## src/rtl/pzc_gap_scheduler.sv

```systemverilog
// Orbit-synchronous gap scheduler: locks to bc0, decodes the long gap into a
// bunch-train mask and a tracker correction window, with orbit-aligned config.
module pzc_gap_scheduler #(
  parameter int unsigned ORBIT_LEN     = 3564,
  parameter int unsigned BCW           = 12,
  parameter int unsigned GAP_START_DEF = 3443,
  parameter int unsigned GAP_LEN_DEF   = 121,
  parameter int unsigned GUARD_DEF     = 8,
  parameter int unsigned BT_NUM        = 16,
  parameter int unsigned LOCK_CNT      = 4
) (
  input  logic           clk,
  input  logic           rst,
  input  logic           bc0,
  input  logic           cfg_we,
  input  logic [1:0]     cfg_addr,
  input  logic [BCW-1:0] cfg_wdata,
  output logic           bt_mask_out,
  output logic           corr_window,
  output logic [BCW-1:0] bc_count,
  output logic           locked,
  output logic           orbit_err,
  output logic [15:0]    gap_count
);

  localparam int unsigned GCW = $clog2(LOCK_CNT + 1);

  typedef enum logic [1:0] {UNLOCKED, SYNCING, LOCKED} state_t;

  state_t         state, state_nxt;
  logic [GCW-1:0] good_cnt, good_nxt;
  logic [BCW-1:0] bc_nxt;
  logic           err_nxt;
  logic           at_end;
  logic           copy;
  logic           in_gap;
  logic [BCW-1:0] off;
  logic [BCW:0]   off_guard;
  logic [BCW-1:0] sh_start, sh_len, sh_guard;
  logic [BCW-1:0] sh_start_nxt, sh_len_nxt, sh_guard_nxt;
  logic [BCW-1:0] act_start, act_len, act_guard;
  logic [BCW-1:0] act_start_nxt, act_len_nxt, act_guard_nxt;

  // Modular distance from gap start; the 12-bit wrap of the intermediate sum is harmless.
  function automatic logic [BCW-1:0] gap_off(input logic [BCW-1:0] bc,
                                             input logic [BCW-1:0] start);
    if (bc >= start) return bc - start;
    else             return bc - start + BCW'(ORBIT_LEN);
  endfunction

  function automatic logic gap_hit(input logic [BCW-1:0] bc,
                                   input logic [BCW-1:0] start,
                                   input logic [BCW-1:0] len);
    return (len != '0) && (gap_off(bc, start) < len);
  endfunction

  assign at_end    = (bc_count == BCW'(ORBIT_LEN - 1));
  assign locked    = (state == LOCKED);
  assign off       = gap_off(bc_count, act_start);
  assign off_guard = {1'b0, off} + {1'b0, act_guard};
  assign in_gap    = locked && gap_hit(bc_count, act_start, act_len);

  assign bt_mask_out = ~in_gap;
  assign corr_window = in_gap && (off >= BCW'(BT_NUM)) && (off_guard < {1'b0, act_len});

  always_comb begin
    state_nxt = state;
    good_nxt  = good_cnt;
    err_nxt   = 1'b0;
    bc_nxt    = (bc0 || at_end) ? '0 : bc_count + 1'b1;
    case (state)
      UNLOCKED: begin
        if (bc0) begin
          state_nxt = SYNCING;
          good_nxt  = '0;
        end
      end
      SYNCING: begin
        if (bc0 && at_end) begin
          good_nxt = good_cnt + 1'b1;
          if (good_cnt == GCW'(LOCK_CNT - 1)) state_nxt = LOCKED;
        end else if (bc0 || at_end) begin
          good_nxt = '0;
          err_nxt  = 1'b1;
        end
      end
      LOCKED: begin
        if (bc0 != at_end) begin
          state_nxt = SYNCING;
          good_nxt  = '0;
          err_nxt   = 1'b1;
        end
      end
      default: state_nxt = UNLOCKED;
    endcase
  end

  always_comb begin
    sh_start_nxt = sh_start;
    sh_len_nxt   = sh_len;
    sh_guard_nxt = sh_guard;
    if (cfg_we && (cfg_wdata < BCW'(ORBIT_LEN))) begin
      case (cfg_addr)
        2'd0:    sh_start_nxt = cfg_wdata;
        2'd1:    sh_len_nxt   = cfg_wdata;
        2'd2:    sh_guard_nxt = cfg_wdata;
        default: ;
      endcase
    end
    // Shadow-next feeds active so a write on the orbit boundary lands immediately.
    copy          = (state == UNLOCKED) || bc0 || at_end;
    act_start_nxt = copy ? sh_start_nxt : act_start;
    act_len_nxt   = copy ? sh_len_nxt   : act_len;
    act_guard_nxt = copy ? sh_guard_nxt : act_guard;
  end

  always_ff @(posedge clk or posedge rst) begin
    if (rst) begin
      state     <= UNLOCKED;
      bc_count  <= '0;
      good_cnt  <= '0;
      orbit_err <= 1'b0;
      gap_count <= '0;
      sh_start  <= BCW'(GAP_START_DEF);
      sh_len    <= BCW'(GAP_LEN_DEF);
      sh_guard  <= BCW'(GUARD_DEF);
      act_start <= BCW'(GAP_START_DEF);
      act_len   <= BCW'(GAP_LEN_DEF);
      act_guard <= BCW'(GUARD_DEF);
    end else begin
      state     <= state_nxt;
      bc_count  <= bc_nxt;
      good_cnt  <= good_nxt;
      orbit_err <= err_nxt;
      sh_start  <= sh_start_nxt;
      sh_len    <= sh_len_nxt;
      sh_guard  <= sh_guard_nxt;
      act_start <= act_start_nxt;
      act_len   <= act_len_nxt;
      act_guard <= act_guard_nxt;
      // Count a gap only when it ends with the scheduler still locked on the next cycle.
      if (in_gap && (state_nxt == LOCKED) &&
          !gap_hit(bc_nxt, act_start_nxt, act_len_nxt) && (gap_count != 16'hFFFF))
        gap_count <= gap_count + 16'd1;
    end
  end

endmodule

```

## config.mk

```make
export PLATFORM = sky130hd
export DESIGN_NAME = pzc_gap_scheduler
export DESIGN_NICKNAME = d
export VERILOG_FILES = /design/src/rtl/pzc_gap_scheduler.sv
export SDC_FILE = /design/constraint.sdc
export NUM_CORES = 1
export LEC_CHECK = 0
export BUFFER_PORTS_ARGS = -buffer_cell sky130_fd_sc_hd__buf_2
export CORE_MARGIN = 5
export CORE_UTILIZATION = 40
export CTS_BUF_LIST = sky130_fd_sc_hd__clkbuf_4 sky130_fd_sc_hd__clkbuf_8
export CTS_CLUSTER_SIZE = 8
export DETAILED_ROUTE_END_ITERATION = 6
export PLACE_DENSITY_LB_ADDON = 0.15
export SETUP_SLACK_MARGIN = 0.5
export SLEW_MARGIN = 25
export SYNTH_ARGS = -nofsm -noshare
export SYNTH_HDL_FRONTEND = slang
export SYNTH_SLANG_ARGS = --single-unit
```

## constraint.sdc

```tcl
create_clock -name clk -period 6.7 [get_ports clk]
set_clock_uncertainty 0.1 [all_clocks]
set_input_delay 0.67 -clock clk [delete_from_list [all_inputs] [get_ports clk]]
set_output_delay 0.67 -clock clk [all_outputs]
set_load 0.02 [all_outputs]
```

* After elaboration in Yosys (flattened, before gate mapping)
Cells that the tools add are included.
** Word-level totals
- Register bits :: 106
- Bits of input ports :: 18
- Word-level logic and storage cells :: 84
** Operators by class
- $add $sub $neg :: 8
- Order comparisons :: 7
- Eq/ne operators :: 12
- Multiplexer cells :: 25
- Bitwise gates (word level) :: 1
- Reductions and logical operators :: 20
** Operator list (count)
- $mux 12 :: 11
- $add 12x12->12 const B :: 2
- $ge 12x12->1 :: 2
- $lt 12x12->1 :: 2
- $reduce_bool 12->1 :: 2
- $sub 12x12->12 :: 2
- $add 16x1->16 const B :: 1
- $ne 16x16->1 const B :: 1
- $add 12x12->13 :: 1
- $lt 13x12->1 :: 1
- $add 12x1->12 const B :: 1
- $eq 12x12->1 const B :: 1
- $ge 12x5->1 const B :: 1
- $lt 12x12->1 const B :: 1
- $mux 3 :: 4
- $logic_and 1x1->1 :: 10
- $pmux 3 s3 :: 1
- $mux 2 :: 4
- $eq 2x2->1 const B :: 3
- $pmux 2 s3 :: 1
- $eq 2x1->1 const B :: 2
- $logic_not 2->1 :: 2
- $reduce_and 4->1 :: 1
- $add 3x1->3 const B :: 1
- 11 further kinds :: 15

* Depth between registers and ports, before layout
- Word-level depth :: 12
- Mapped depth :: 29

* Least setup slack after synthesis
No wires, ideal clock.
- Kind :: input to register
- From :: input port cfg_wdata[3]
- To :: register gap_count[1]
- Library setup time :: 0.125 ns
- Data arrival time :: 6.361 ns
- Data required time :: 6.475 ns
- Path slack :: 0.114 ns
- Stages on the path :: 25
- Buffers on the path :: 1
- Cell sequence :: a211o_1 -> and3_2 -> nor4b_1 -> clkbuf_1 -> mux2_2 -> mux2_2 -> ha_1 -> inv_1 -> fa_1 -> a21o_1 -> a21oi_1 -> a2bb2oi_1 -> a21oi_1 -> a41o_1 -> o22ai_1 -> o21ai_0 -> nor4_1 -> xor2_1 -> ha_1 -> o21ai_0 -> a21oi_1 -> o211a_1 -> a211oi_1 -> a31oi_2 -> mux2_2
** Between the ends
- Word-level cells in the longest chain between the ends :: 12
** Ends and longest elaborated chain
- start: declaration :: line 17 : input logic [BCW-1:0] cfg_wdata,
- $lt 12x12->1 * :: line 102 : if (cfg_we && (cfg_wdata < BCW'(ORBIT_LEN))) begin
- $logic_and 1x1->1 * :: line 102
- $mux 12 * :: line 102
- net sh_start_nxt[0] :: line 40 : logic [BCW-1:0] sh_start_nxt, sh_len_nxt, sh_guard_nxt;
- $mux 12 * :: line 112 : act_start_nxt = copy ? sh_start_nxt : act_start;
- net act_start_nxt[0] :: line 42 : logic [BCW-1:0] act_start_nxt, act_len_nxt, act_guard_nxt;
- $sub 12x12->12 :: line 47, 48
- $add 12x12->12 :: line 48 : else return bc - start + BCW'(ORBIT_LEN);
- $mux 12 * :: line 47 : if (bc >= start) return bc - start;
- $lt 12x12->1 * :: line 54 : return (len != '0) && (gap_off(bc, start) < len);
- $logic_and 1x1->1 * :: line 54
- $logic_not 1->1 * :: line 143 : !gap_hit(bc_nxt, act_start_nxt, act_len_nxt) && (gap_count != 16'hFFFF))
- $logic_and 1x1->1 * :: line 142 : if (in_gap && (state_nxt == LOCKED) &&
- $logic_and 1x1->1 * :: line 143
- end signal: assignment :: line 144 : gap_count <= gap_count + 16'd1;
- end: declaration :: line 23 : output logic [15:0] gap_count
Mark *: on every way through the listed nets, which the timed path passes. The rest lies on a longest branch.
A chain may end at the register's enable or synchronous reset.

* Final worst setup path
- From :: register act_start[0]
- To :: output port corr_window
** Between the ends
- Word-level cells in the longest chain between the ends :: 8
** Ends and longest elaborated chain
- start: declaration :: line 41 : logic [BCW-1:0] act_start, act_len, act_guard;
- start signal: assignment :: line 127 : act_start <= BCW'(GAP_START_DEF);
- start signal: assignment :: line 138 : act_start <= act_start_nxt;
- $sub 12x12->12 :: line 47, 48
- $add 12x12->12 :: line 48
- $mux 12 * :: line 47
- branches (longest 4 deep; another with $add 12x12->13)
- $logic_and 1x1->1 * :: line 64 : assign corr_window = in_gap && (off >= BCW'(BT_NUM)) && (off_guard < {1'b0, act_len});
- end: declaration :: line 19 : output logic corr_window,
Mark *: on every way between the ends.

==> results.md <==
- R2R cell count: 25
- Post-place setup slack: 55.6 ps
- Outcome: complete, no violations
- CP Launch Type: register
- Synth cell types: 70
- Max-cap violations: 0
- Crit Path Max Fanout: 3
- Fin. Hold Viols: 0
- Pwr/cell area: 494 nW/um^2
- Leading area contributor after synthesis: dfrtp_1
- Vias per std cell: 5.35
- I/O Buffers: 49
- Synth async-reset ratio: 100%
- Leak: 4.15 nW
- TNS Setup: 0 ps
- Largest net degree at the start of global routing: 85
- Most common cell after layout, fill and taps aside: dfrtp_1
- Initial DRT Pass Iterations: 5
- Dpl cell area: 8050 sq um
- Max Clk Rate: 157 MHz
- Post-synth EDFFs: 0
- Worst hold margin: 133 ps
- Critical Path End Type: primary output
- P&R area growth vs syn: 16.9%
- Worst-case vdd ir drop: 226 uV
- Row count: 50
- Initial Utilization: 40.3%
- Iteration-0 DRC Markers: 234
- RSZ-0062 raised after global routing: yes
- Fin nets: 938
- Reg-to-Reg Start: bc_count[1]
- Worst rel slew slack: 50.2%
- Finish-stage setup viols: 0
- Most frequent cells in the layout: 77 x dfrtp_1, 75 x ha_1, 68 x inv_1, 49 x mux2_2, 48 x buf_2
- Post-synthesis sequential area ratio: 36.0%
- Global-route wire length before repair: 31100 um
- Register bit total from synthesis: 106
- GRT Overall Usage: 17.9%
- Antenna cells: 0
- Cell area after layout: 8730 sq um
- Post-DP HPWL: 15000 um
- Worst reg2reg path endpoint: gap_count[9]
- Fin crit period: 6380 ps
- Total wire length: 19100 um
- Core area: 18500 sq um
- Total power: 4.31 mW
- Total gr overflow: 0
- Htree depth: 3
- Post-Syn Instances: 752
- Worst EP arrival: 5610 ps
- CP required: 5930 ps
- Slew Limit Fails: 0
- Die Y: 147 um
- TritonCTS buffer count: 9
- Critical path class: register to primary output
- Post-CTS Hold Fix Bufs: 0
- Worst Setup SP: act_start[0]
- Clock buffer depth: 2
- Fin crit share: 95.2%
- DRC: 0
- Clock sinks: 106
- CTS root buf: clkbuf_8
- Routed via count: 5756
- Wire length per cell: 17.7 um
- CTS tree: built
- Vias in the first global route: 5813
- Tightest Pin Transition: 747 ps
- Filler instances: 1789
- Final setup margin: 323 ps
- Reg-to-reg slack, setup: 920 ps
- Chip Width: 147 um
- Inst Count DP: 1032
- Top cells by area, synth: dfrtp_1 26%, ha_1 14%, dfstp_2 9.9%
- DIE AREA: 21500 sq um
- Yosys warns: 0
- Syn_area_per_cell: 9.93 sq um
- Post-synth top area share: 26.1%
- Syn Nets: 854
- CTS clk-pin slew, worst paths: 100 ps
- Gpl congestion: 0.907
- Clock latency on the worst-skew pair: 390 ps
- Layout cells sized above 1: 28.4%
- Final antenna-violating net count: 0
- Antenna violations before repair: 0
- Final core occ: 47.1%
- Netlist Area Pre-Place: 7470 sq um
- Non-filler cells in the finished layout: 1075
- Main synth FF type: dfrtp_1
- I/O Pins: 50
- Hold Path Class: primary input to async pin
[sequential cells by signal, indices dropped and copies added (netlist names)]
register	flops
gap_count	16
act_len	12
bc_count	12
state	2
good_cnt	3
orbit_err	1
sh_len	12
sh_guard	12
sh_start	12
act_start	12
act_guard	12
[worst max path at each step]
stage                              end  slack (ps)  cells past startpoint
after floorplan           gap_count[1]         480                     27
after global placement     corr_window         150                     24
after detailed placement  gap_count[1]          60                     25
after CTS                  corr_window         300                     24
after global routing       corr_window          10                     29
final                      corr_window         320                     25
[power breakdown]
group / internal [mW] / switching [mW]
registers: 0.816 / 0.0992
logic: 1.44 / 1.59
clock network: 0.138 / 0.231
total: 2.39 / 1.92
[critical path: stages, from the launching register on]
cell       delay, ps
dfstp_2          570
ha_4             130
inv_1             50
fa_2             340
a21o_1           210
a221oi_4         310
nor2b_2           90
a211oi_2         140
buf_4            160
o21ba_4          180
xnor2_4          140
ha_4             240
a21oi_4          150
o21ai_1          100
a21oi_2          190
nor2b_2           70
o2111ai_1        190
nand3_1          140
o41a_1           340
xor2_1           150
ha_1             330
a2111oi_4        300
nand2_1           90
a311o_1          300
a31oi_2          150
buf_4            160
[kinds of logic after synthesis]
| logic type | share of synthesized area, % |
|---|---|
| adders and majority gates | 14.4 |
| DFF | 36.0 |
| xor gates and xnor gates | 7.98 |
| and+or+nand+nor | 14.8 |
| muxes | 9.05 |
| buffers and inverters | 4.31 |
| AOI/OAI and AO/OA | 13.5 |
[final cells by class]
cell class                 count  area, sq um  area share [%]
multi-input combinational    563         4760            54.5
sequential                   106         2690            30.8
timing repair buffer          86          546            6.25
tap                          234          293            3.35
inverter                      70          265            3.04
clock buffer                   9          124            1.42
clock inverter                 7         52.6           0.602
[Yosys cell counts, types with 4 or more instances]
cell,instances
ha_1,81
dfrtp_1,78
inv_1,70
mux2_2,49
xnor2_1,42
nor2_1,41
o21ai_0,40
nand2_1,38
dfstp_2,28
xor2_1,26
a21oi_1,25
nand2b_1,19
nand3_1,19
a21o_1,15
nand4_1,13
and2_1,12
nor2b_1,10
clkbuf_1,9
nor3_1,9
nor4_1,9
and3_1,8
a211oi_1,7
a31oi_1,7
o21a_1,7
or3_1,7
nor2_2,6
a21boi_0,5
mux2_4,4
[layer usage]
layer / share of wire (%) / track usage (%) / vias up
li1: - / - / 2840
met2: 46 / 28.3 / 91
met3: 3.2 / 3.41 / 21
met4: 2.3 / 4.61 / 0
met5: 0 / 0 / -
met1: 48 / 25.2 / 2804
[repair_timing]
item,CTS,global route
pin swaps,15,14
setup buffers,18,9
endpoints found under the setup margin,17,17
resized for setup,36,23
No activity file was read; power rests on OpenSTA's default activity.
